**src/rtl/simon_sound_pkg.sv**
```systemverilog
// Shared types and default timing constants for the Simon sound path.
package simon_sound_pkg;

   typedef enum logic [1:0] {
      ARB_IDLE,
      ARB_PLAY,
      ARB_GAP
   } arb_state_t;

   localparam int CLK_HZ         = 50_000_000;
   // 50 ms minimum tone, 10 ms silent gap between owners.
   localparam int DEF_MIN_HOLD   = CLK_HZ / 20;
   localparam int DEF_GAP_CYCLES = CLK_HZ / 100;
   localparam int DEF_CNT_W      = 24;

   // Width of an index into n requesters; never zero, even for a single requester.
   function automatic int idx_width(input int n);
      return (n > 1) ? $clog2(n) : 1;
   endfunction

endpackage

```
**src/rtl/tone_prio_enc.sv**
```systemverilog
// Fixed-priority encoder: picks the lowest set bit of mask.
// Returns it as a one-hot vector and as a binary index; valid flags a non-empty mask.
module tone_prio_enc
   import simon_sound_pkg::*;
#(
   parameter int NREQ  = 4,
   parameter int IDX_W = idx_width(NREQ)
) (
   input  logic [NREQ-1:0]  mask,
   output logic [NREQ-1:0]  onehot,
   output logic [IDX_W-1:0] index,
   output logic             valid
);

   // Scan from the top down so the lowest set bit is the one that sticks.
   always_comb begin
      onehot = '0;
      index  = '0;
      valid  = |mask;
      for (int i = NREQ - 1; i >= 0; i--) begin
         if (mask[i]) begin
            onehot    = '0;
            onehot[i] = 1'b1;
            index     = IDX_W'(i);
         end
      end
   end

endmodule

```
**src/rtl/tone_arbiter.sv**
```systemverilog
// Speaker tone arbiter: shares one tone generator between several sources
// using fixed priority (index 0 highest) and a minimum hold per grant.
// Optional build macro TONE_GAP_EN inserts a silent gap between owners.
//
//  state    | meaning
//  ---------+-----------------------------------------------------------
//  ARB_IDLE | no owner, speaker silent, arbitrating every cycle
//  ARB_PLAY | owner_q holds the speaker; hold counter runs to MIN_HOLD-1
//  ARB_GAP  | silent, no owner, busy; GAP_CYCLES long (TONE_GAP_EN only)
module tone_arbiter
   import simon_sound_pkg::*;
#(
   parameter int NREQ       = 4,
   parameter int FREQ_W     = 32,
   parameter int MIN_HOLD   = DEF_MIN_HOLD,
   parameter int GAP_CYCLES = DEF_GAP_CYCLES,
   parameter int CNT_W      = DEF_CNT_W
) (
   input  logic                   clk,
   input  logic                   reset_n,
   input  logic [NREQ-1:0]        req,
   input  logic [NREQ*FREQ_W-1:0] req_freq,
   output logic [NREQ-1:0]        grant,
   output logic [NREQ-1:0]        done,
   output logic                   busy,
   output logic [FREQ_W-1:0]      freq
);

   localparam int IDX_W = idx_width(NREQ);
   localparam logic [CNT_W-1:0] HOLD_LAST = CNT_W'(MIN_HOLD - 1);
   // Only reachable with TONE_GAP_EN; without it the GAP arm below is dead logic.
   localparam logic [CNT_W-1:0] GAP_LAST  = CNT_W'(GAP_CYCLES - 1);

   arb_state_t         state_q, state_d;
   logic [NREQ-1:0]    grant_q, grant_d;
   logic [NREQ-1:0]    done_q, done_d;
   logic               busy_q, busy_d;
   logic [FREQ_W-1:0]  freq_q, freq_d;
   logic [CNT_W-1:0]   cnt_q, cnt_d;
   logic [IDX_W-1:0]   owner_q, owner_d;

   logic [FREQ_W-1:0]  freq_arr [NREQ];
   logic [NREQ-1:0]    arb_mask, pre_mask;
   logic [NREQ-1:0]    arb_onehot, pre_onehot;
   logic [IDX_W-1:0]   arb_idx, pre_idx;
   logic               arb_valid, pre_valid;
   logic [FREQ_W-1:0]  arb_freq, pre_freq, owner_freq;
   logic               own_req;
   logic               hold_done;

   // Unpack the frequency bus and derive arbitration masks.
   // grant_q - 1 turns the one-hot owner into a mask of all higher-priority slots.
   always_comb begin
      for (int i = 0; i < NREQ; i++) begin
         freq_arr[i] = req_freq[i*FREQ_W +: FREQ_W];
      end
      arb_mask   = req & ~grant_q;
      pre_mask   = req & (grant_q - NREQ'(1));
      own_req    = |(req & grant_q);
      hold_done  = (cnt_q == HOLD_LAST);
      arb_freq   = freq_arr[arb_idx];
      pre_freq   = freq_arr[pre_idx];
      owner_freq = freq_arr[owner_q];
   end

   tone_prio_enc #(.NREQ(NREQ), .IDX_W(IDX_W)) u_arb_enc (
      .mask   (arb_mask),
      .onehot (arb_onehot),
      .index  (arb_idx),
      .valid  (arb_valid)
   );

   tone_prio_enc #(.NREQ(NREQ), .IDX_W(IDX_W)) u_pre_enc (
      .mask   (pre_mask),
      .onehot (pre_onehot),
      .index  (pre_idx),
      .valid  (pre_valid)
   );

   // Next-state, next-owner and registered output values.
   always_comb begin
      state_d = state_q;
      grant_d = grant_q;
      owner_d = owner_q;
      done_d  = '0;
      busy_d  = busy_q;
      freq_d  = freq_q;
      cnt_d   = cnt_q;
      case (state_q)
         ARB_IDLE: begin
            grant_d = '0;
            busy_d  = 1'b0;
            freq_d  = '0;
            cnt_d   = '0;
            if (arb_valid) begin
               state_d = ARB_PLAY;
               grant_d = arb_onehot;
               owner_d = arb_idx;
               busy_d  = 1'b1;
               freq_d  = arb_freq;
            end
         end
         ARB_PLAY: begin
            busy_d = 1'b1;
            // Keep following the owner's live word, even after its req has dropped.
            freq_d = owner_freq;
            if (!hold_done) begin
               cnt_d = cnt_q + CNT_W'(1);
            end
            // Preemption is checked first so it beats a simultaneous release (no done).
            if (hold_done && pre_valid) begin
`ifdef TONE_GAP_EN
               state_d = ARB_GAP;
               grant_d = '0;
               freq_d  = '0;
               cnt_d   = '0;
`else
               grant_d = pre_onehot;
               owner_d = pre_idx;
               freq_d  = pre_freq;
               cnt_d   = '0;
`endif
            end else if (hold_done && !own_req) begin
               done_d = grant_q;
`ifdef TONE_GAP_EN
               state_d = ARB_GAP;
               grant_d = '0;
               freq_d  = '0;
               cnt_d   = '0;
`else
               cnt_d = '0;
               if (arb_valid) begin
                  grant_d = arb_onehot;
                  owner_d = arb_idx;
                  freq_d  = arb_freq;
               end else begin
                  state_d = ARB_IDLE;
                  grant_d = '0;
                  busy_d  = 1'b0;
                  freq_d  = '0;
               end
`endif
            end
         end
         ARB_GAP: begin
            grant_d = '0;
            freq_d  = '0;
            busy_d  = 1'b1;
            // Arbitrate on the last gap cycle so the silence is exactly GAP_CYCLES long.
            if (cnt_q == GAP_LAST) begin
               cnt_d = '0;
               if (arb_valid) begin
                  state_d = ARB_PLAY;
                  grant_d = arb_onehot;
                  owner_d = arb_idx;
                  freq_d  = arb_freq;
               end else begin
                  state_d = ARB_IDLE;
                  busy_d  = 1'b0;
               end
            end else begin
               cnt_d = cnt_q + CNT_W'(1);
            end
         end
         default: begin
            state_d = ARB_IDLE;
            grant_d = '0;
            busy_d  = 1'b0;
            freq_d  = '0;
            cnt_d   = '0;
         end
      endcase
   end

   // State and output registers; async reset clears everything immediately.
   always_ff @(posedge clk or negedge reset_n) begin
      if (!reset_n) begin
         state_q <= ARB_IDLE;
         grant_q <= '0;
         owner_q <= '0;
         done_q  <= '0;
         busy_q  <= 1'b0;
         freq_q  <= '0;
         cnt_q   <= '0;
      end else begin
         state_q <= state_d;
         grant_q <= grant_d;
         owner_q <= owner_d;
         done_q  <= done_d;
         busy_q  <= busy_d;
         freq_q  <= freq_d;
         cnt_q   <= cnt_d;
      end
   end

   assign grant = grant_q;
   assign done  = done_q;
   assign busy  = busy_q;
   assign freq  = freq_q;

endmodule

```
**config.mk**
```make
export PLATFORM = sky130hd
export DESIGN_NAME = tone_arbiter
export DESIGN_NICKNAME = d
export VERILOG_FILES = /design/src/rtl/simon_sound_pkg.sv /design/src/rtl/tone_prio_enc.sv /design/src/rtl/tone_arbiter.sv
export SDC_FILE = /design/constraint.sdc
export NUM_CORES = 1
export LEC_CHECK = 0
export CAP_MARGIN = 20
export CORE_MARGIN = 10
export CORE_UTILIZATION = 50
export CTS_BUF_LIST = sky130_fd_sc_hd__clkbuf_8
export DETAILED_ROUTE_END_ITERATION = 6
export GPL_ROUTABILITY_DRIVEN = 0
export PLACE_DENSITY = 0.83
export SLEW_MARGIN = 20
export SYNTH_ARGS = -nofsm -noshare
export SYNTH_HDL_FRONTEND = slang
export SYNTH_HIERARCHICAL = 1
export SYNTH_SLANG_ARGS = --single-unit
```
**constraint.sdc**
```tcl
create_clock -name clk -period 3.75 [get_ports clk]
set_clock_uncertainty 0.2 [all_clocks]
set_input_delay 0.75 -clock clk [delete_from_list [all_inputs] [get_ports clk]]
set_output_delay 0.75 -clock clk [all_outputs]
set_load 0.1 [all_outputs]
```
==> results of run 1 <==
[worst max path at each step]
| stage | slack [ns] | start | depth (start not counted) | end |
|---|---|---|---|---|
| after floorplan | 0.22 | grant[0] | 11 | freq[14] |
| after global placement | 0.26 | req[1] | 8 | freq[25] |
| after detailed placement | 0.12 | req[1] | 8 | freq[23] |
| after CTS | 0.41 | req[1] | 8 | freq[23] |
| after global routing | 0.16 | grant[0] | 9 | freq[21] |
| final | 0.35 | req[1] | 8 | freq[23] |
[layer usage]
layer / wire [um] / share of wire, %
met5: 0 / 0
met4: 475 / 2.6
met3: 1320 / 7.2
met2: 10100 / 55
met1: 6470 / 35
[layout make-up]
cell class              instances  area [um2]
multi-input cells             406        3980
fillers                       824        3580
repair buffers                188        1850
flip-flops and latches         68        1710
well taps                     143         179
clock buffers                  10         138
clock inverters                 6        50.0
inverters                       7        26.3
[state kept, by name (all words and copies together), names as in the netlist]
register,flops
busy,1
done,4
freq,32
state_q,1
owner_q,2
grant,4
cnt_q,24
[metrics by stage]
step	cell area, um2	hold slack [ns]	cells	setup WS, ns	power [W]
final	7930	0.291	828	0.355	0.00297
after global routing	7930	0.372	828	0.161	0.00311
after CTS	7930	0.355	828	0.405	0.00298
after detailed placement	7740	0.338	812	0.119	0.00238
after global placement	7740	0.322	812	0.260	0.00234
after floorplan	5920	0.254	528	0.225	0.00194
[synthesized netlist by cell type (all sizes together) (9+ instances only)]
master and n:
a21oi 9, nand3 15, a211oi 32, xnor2 12, nand2 53, buf 28, mux4 96, clkbuf 19
nor2 92, nor3 14, dfrtp 68
[power by group]
part,internal [W],switching (W),leakage (nW),total (W)
Combinational,0.000616,0.000817,1.98,0.00143
Clock,0.000315,0.000283,0.111,0.000598
Sequential,0.000826,0.000109,0.840,0.000935
Total,0.00176,0.00121,2.93,0.00297
[critical path: stages]
cell and delay (ns):
clkdlybuf4s50_1 0.50, nor2b_1 0.38, or4_1 0.24, a21oi_1 0.09
o31ai_4 0.69, buf_4 0.44, nor2_1 0.10, a211oi_1 0.24
[kinds of logic after synthesis]
family,after synthesis
compound gates,61
xor+xnor,16
fa+ha+maj,2
buf+inv,54
flops,68
mux,98
simple gates,229
==> impl_metrics.ini, run 1 <==
[outcome]
run_status = completed

[setup_path]
crit_required_ns = 3.80
cp-end-kind = register
reg2reg_from = grant[0]
arrival_ns = 3.44
crit_path_start_kind = input port
r2r.worst_path.cells = 9
r2r-end = freq[23]
path_max_fanout = 31
reg2reg_slack_ns = 0.40
crit_type = in -> reg

[timing]
worst_pin_slew_ns = 1.03
setup_viol = 0
fin_setup_tns_ns = 0
fmax_mhz = 295
timing.final.max_slew_violations = 0
fin_crit_sh_pct = 90.5
slew_headroom_pct = 31.4
rsz0062_at_grt = no
finalCriticalPeriod_ns = 3.40
hold_violations = 0

[power_and_ir_drop]
cellLeakagePower_nw = 2.93
ir_worst_vdd_mv = 0.207
powerDensity_nw_per_um2 = 374

[synth]
async_flop_share_pct = 100
synth_fa_ha_area_share_pct = 0.423
synth_area_um2 = 5920
synth_compound_area_share_pct = 7.80
synth_top_cell_area_share_pct = 36.5
syn_inst = 528
synthMuxAreaShare_pct = 36.9
synth_top_family_by_area = multiplexers
synth-seq-cells = 68
synthSimpleGateAreaFrac_pct = 19.1
yosysWarnings = 6
synth_xor_area_share_pct = 2.37
syn-num-nets = 664
ys.flop_type = dfrtp_1
synth.yosys.seq_area_share_pct = 28.8
synth_edf_count = 0
synth_area_per_cell_um2 = 11.2
yosys.area.top_type = mux4_2
synth_area_leaders = mux4_2 37%, dfrtp_1 29%, nor2_1 5.5%, a211oi_1 3.4%, nand2_1 3.4%
ys_types = 44

[clock_network]
cts-htree-levels = 3
ctsHoldBuffers = 0
clock_latency_ns = 0.35
clockBufferDepth = 2
cts_buffers = 9
cts_root_buf = clkbuf_8
cts_tree = built
post_cts_buffers = 0
cts.sinks = 68
cts_resized = 0
clk_pin_slew_worst_paths_ns = 0.08

[routing]
dr_total_vias = 5248
totalWireLength_mm = 18.4
drc = 0
viasPerCell = 6.34
postRouteAntennaNets = 0
wl_per_cell_um = 22.2
drtIter0Drc = 457
dr.pass1.iters = 5

[floorplan]
fp.dieW_um = 129
coreArea_um2 = 11500
initial_utilization_pct = 51.4
fp.dieArea_um2 = 16600
die_y_um = 129
rows = 39
pin_count = 175

[global_routing]
antenna_found_initial = 1
grt-ovfl-total = 0
grt_pass1_vias = 5818
grt_max_degree = 69
use_met2_pct = 40.5
met1_usage_pct = 24.4
met3_usage_pct = 5.50
grt.total_usage_pct = 22.6
grt_pass1_wl_mm = 29.6
busiest_layer = met2

[placed_design]
hpwlAfterDp_mm = 13.7
port-buffer-count = 174

[min_path]
holdCritPathClass = in -> async

[layout]
mostFrequentLayoutCells = 162 x clkdlybuf4s50_1, 96 x mux4_2, 87 x nor2_1, 67 x dfrtp_1, 53 x nand2_1
antenna_cells = 0
layout_commonest_cell = clkdlybuf4s50_1
area_delta_synth_final_pct = 34.1
utilization_pct = 68.9
drive_gt1_share_pct = 22.9
fin_nets = 816

[flow_run]
drv_cap = 0
Note: power is estimated with default switching activity, not from simulation.
==> inputs of run 2 (changes only) <==
SKIP_LAST_GASP = 1   (was not set)
==> results of run 2 <==
The final DEF is identical to that of run 1; final timing and power are the same.
==> inputs of run 3 (changes only) <==
CELL_PAD_IN_SITES_DETAIL_PLACEMENT = 1   (was not set)
CELL_PAD_IN_SITES_GLOBAL_PLACEMENT = 1   (was not set)
CORE_UTILIZATION = 38   (was 50)
PLACE_DENSITY = 0.82   (was 0.83)
SLEW_MARGIN = not set   (was 20)
==> run 3 against run 2 <==
  * Register-to-register slack gained 0.15 ns
  * Die area grew 26%
  * Final cell count up 5.9%
  * Worst setup slack gained 0.16 ns
  * Clock-buffer cell count rose by 1
  * Critical path type unchanged
  * Critical endpoint is now freq[10]
  * Largest cell class unchanged
  * Largest power group unchanged
==> impl_metrics.ini, run 3 (same netlist as run 1, synthesis figures left out) <==
[outcome]
run_status = completed

[layout]
mostFrequentLayoutCells = 157 x clkdlybuf4s50_1, 96 x mux4_2, 87 x nor2_1, 67 x dfrtp_1, 53 x nand2_1
layout_commonest_cell = clkdlybuf4s50_1
fin_nets = 818
final_cells = 877
drive_gt1_share_pct = 24.3
largest_register_ffs = 32
utilization_pct = 52.6
area_delta_synth_final_pct = 35.2

[clock_network]
cts_tree = built
cts_resized = 0
cts_root_buf = clkbuf_8
post_cts_buffers = 0
clockBufferDepth = 2
cts-htree-levels = 3
clk_pin_slew_worst_paths_ns = 0.08
clock_latency_ns = 0.35
ctsHoldBuffers = 0
cts_buffers = 9
cts.sinks = 68

[timing]
hold_violations = 0
fmax_mhz = 309
worst_pin_slew_ns = 1.08
timing.final.max_slew_violations = 0
slew_headroom_pct = 28.0
rsz0062_at_grt = no
hold_ws_ns = 0.335
finalCriticalPeriod_ns = 3.24
setup_viol = 0
fin_setup_tns_ns = 0
fin_crit_sh_pct = 86.3

[routing]
viasPerCell = 6.04
drc = 0
drtIter0Drc = 326
wl_per_cell_um = 24.0
postRouteAntennaNets = 0
dr.pass1.iters = 4
dr_total_vias = 5297
totalWireLength_mm = 21.1

[global_routing]
grt-ovfl-total = 0
grt_pass1_wl_mm = 33.5
antenna_found_initial = 3
grt.total_usage_pct = 20.5
grt_pass1_vias = 6130
grt_max_degree = 69

[setup_path]
crit_path_start_kind = input port
crit_required_ns = 3.80
cp-end-kind = register
cpPeakStageDelay_ns = 0.68
arrival_ns = 3.29
path_max_fanout = 18
crit_chain = clkdlybuf4s50_1 -> nor2b_1 -> or4_1 -> a21oi_1 -> o31ai_4 -> buf_4 -> nor2_1 -> a211oi_1
crit_type = in -> reg
slowest_stage = o31ai_4

[min_path]
holdCritPathClass = in -> async

[flow_run]
drv_cap = 0

[floorplan]
initial_utilization_pct = 38.9
die_y_um = 145
rows = 45
fp.dieW_um = 145
pin_count = 175
coreArea_um2 = 15200
fp.dieArea_um2 = 21000

[placed_design]
numPlacedInstances = 859
port-buffer-count = 174
hpwlAfterDp_mm = 15.8

[power_and_ir_drop]
cellLeakagePower_nw = 2.94
powerDensity_nw_per_um2 = 370
power_w = 0.00296
ir_worst_vdd_mv = 0.224
[run 3: metrics by stage]
step	instance area, um2	worst slack, ns
after floorplan	5920	0.225
after global placement	7820	0.336
after detailed placement	7820	0.125
after CTS	7990	0.501
after global routing	8000	0.363
final	8000	0.514
[run 3: layout make-up]
cell class,count,area (um2)
sequential,68,1700
antenna,2,5.00
clock buffer,11,151
fill,1646,7200
tap,188,235
multi-input combinational,406,3980
clock inverter,5,27.5
timing repair buffer,190,1870
inverter,7,26.3
[run 3: final timing paths]
check                      cells after the start  slack [ns]          to     start
max in group asynchronous                      1        2.38  owner_q[0]   reset_n
min reg2reg                                    2        0.36    cnt_q[1]  cnt_q[1]
max                                            8        0.51    freq[10]    req[1]
min                                            1        0.34     done[1]   reset_n
min in group clk                               2        0.36    cnt_q[1]  cnt_q[1]
max reg2reg                                    9        0.55    freq[10]  grant[0]
[run 3: routing by layer]
| layer | up-vias | track usage [%] | wire [um] |
|---|---|---|---|
| li1 | 2343 | - | - |
| met1 | 2718 | 23.2 | 7820 |
| met2 | 200 | 35.7 | 11200 |
| met3 | 34 | 6.26 | 1600 |
| met4 | 2 | 7.50 | 464 |
| met5 | - | 0 | 12 |
[run 3: power by group]
group	leakage, nW	switching, W	total (W)	internal [W]
registers	0.840	0.000114	0.000939	0.000826
logic	2.00	0.000840	0.00146	0.000617
clock network	0.100	0.000289	0.000560	0.000272
total	2.94	0.00124	0.00296	0.00171
[run 3: worst max-delay path: cells and delay by family]
kind / cells / cell delay (ns)
simple gates: 3 / 0.63
buf+inv: 2 / 0.87
compound gates: 3 / 1.03
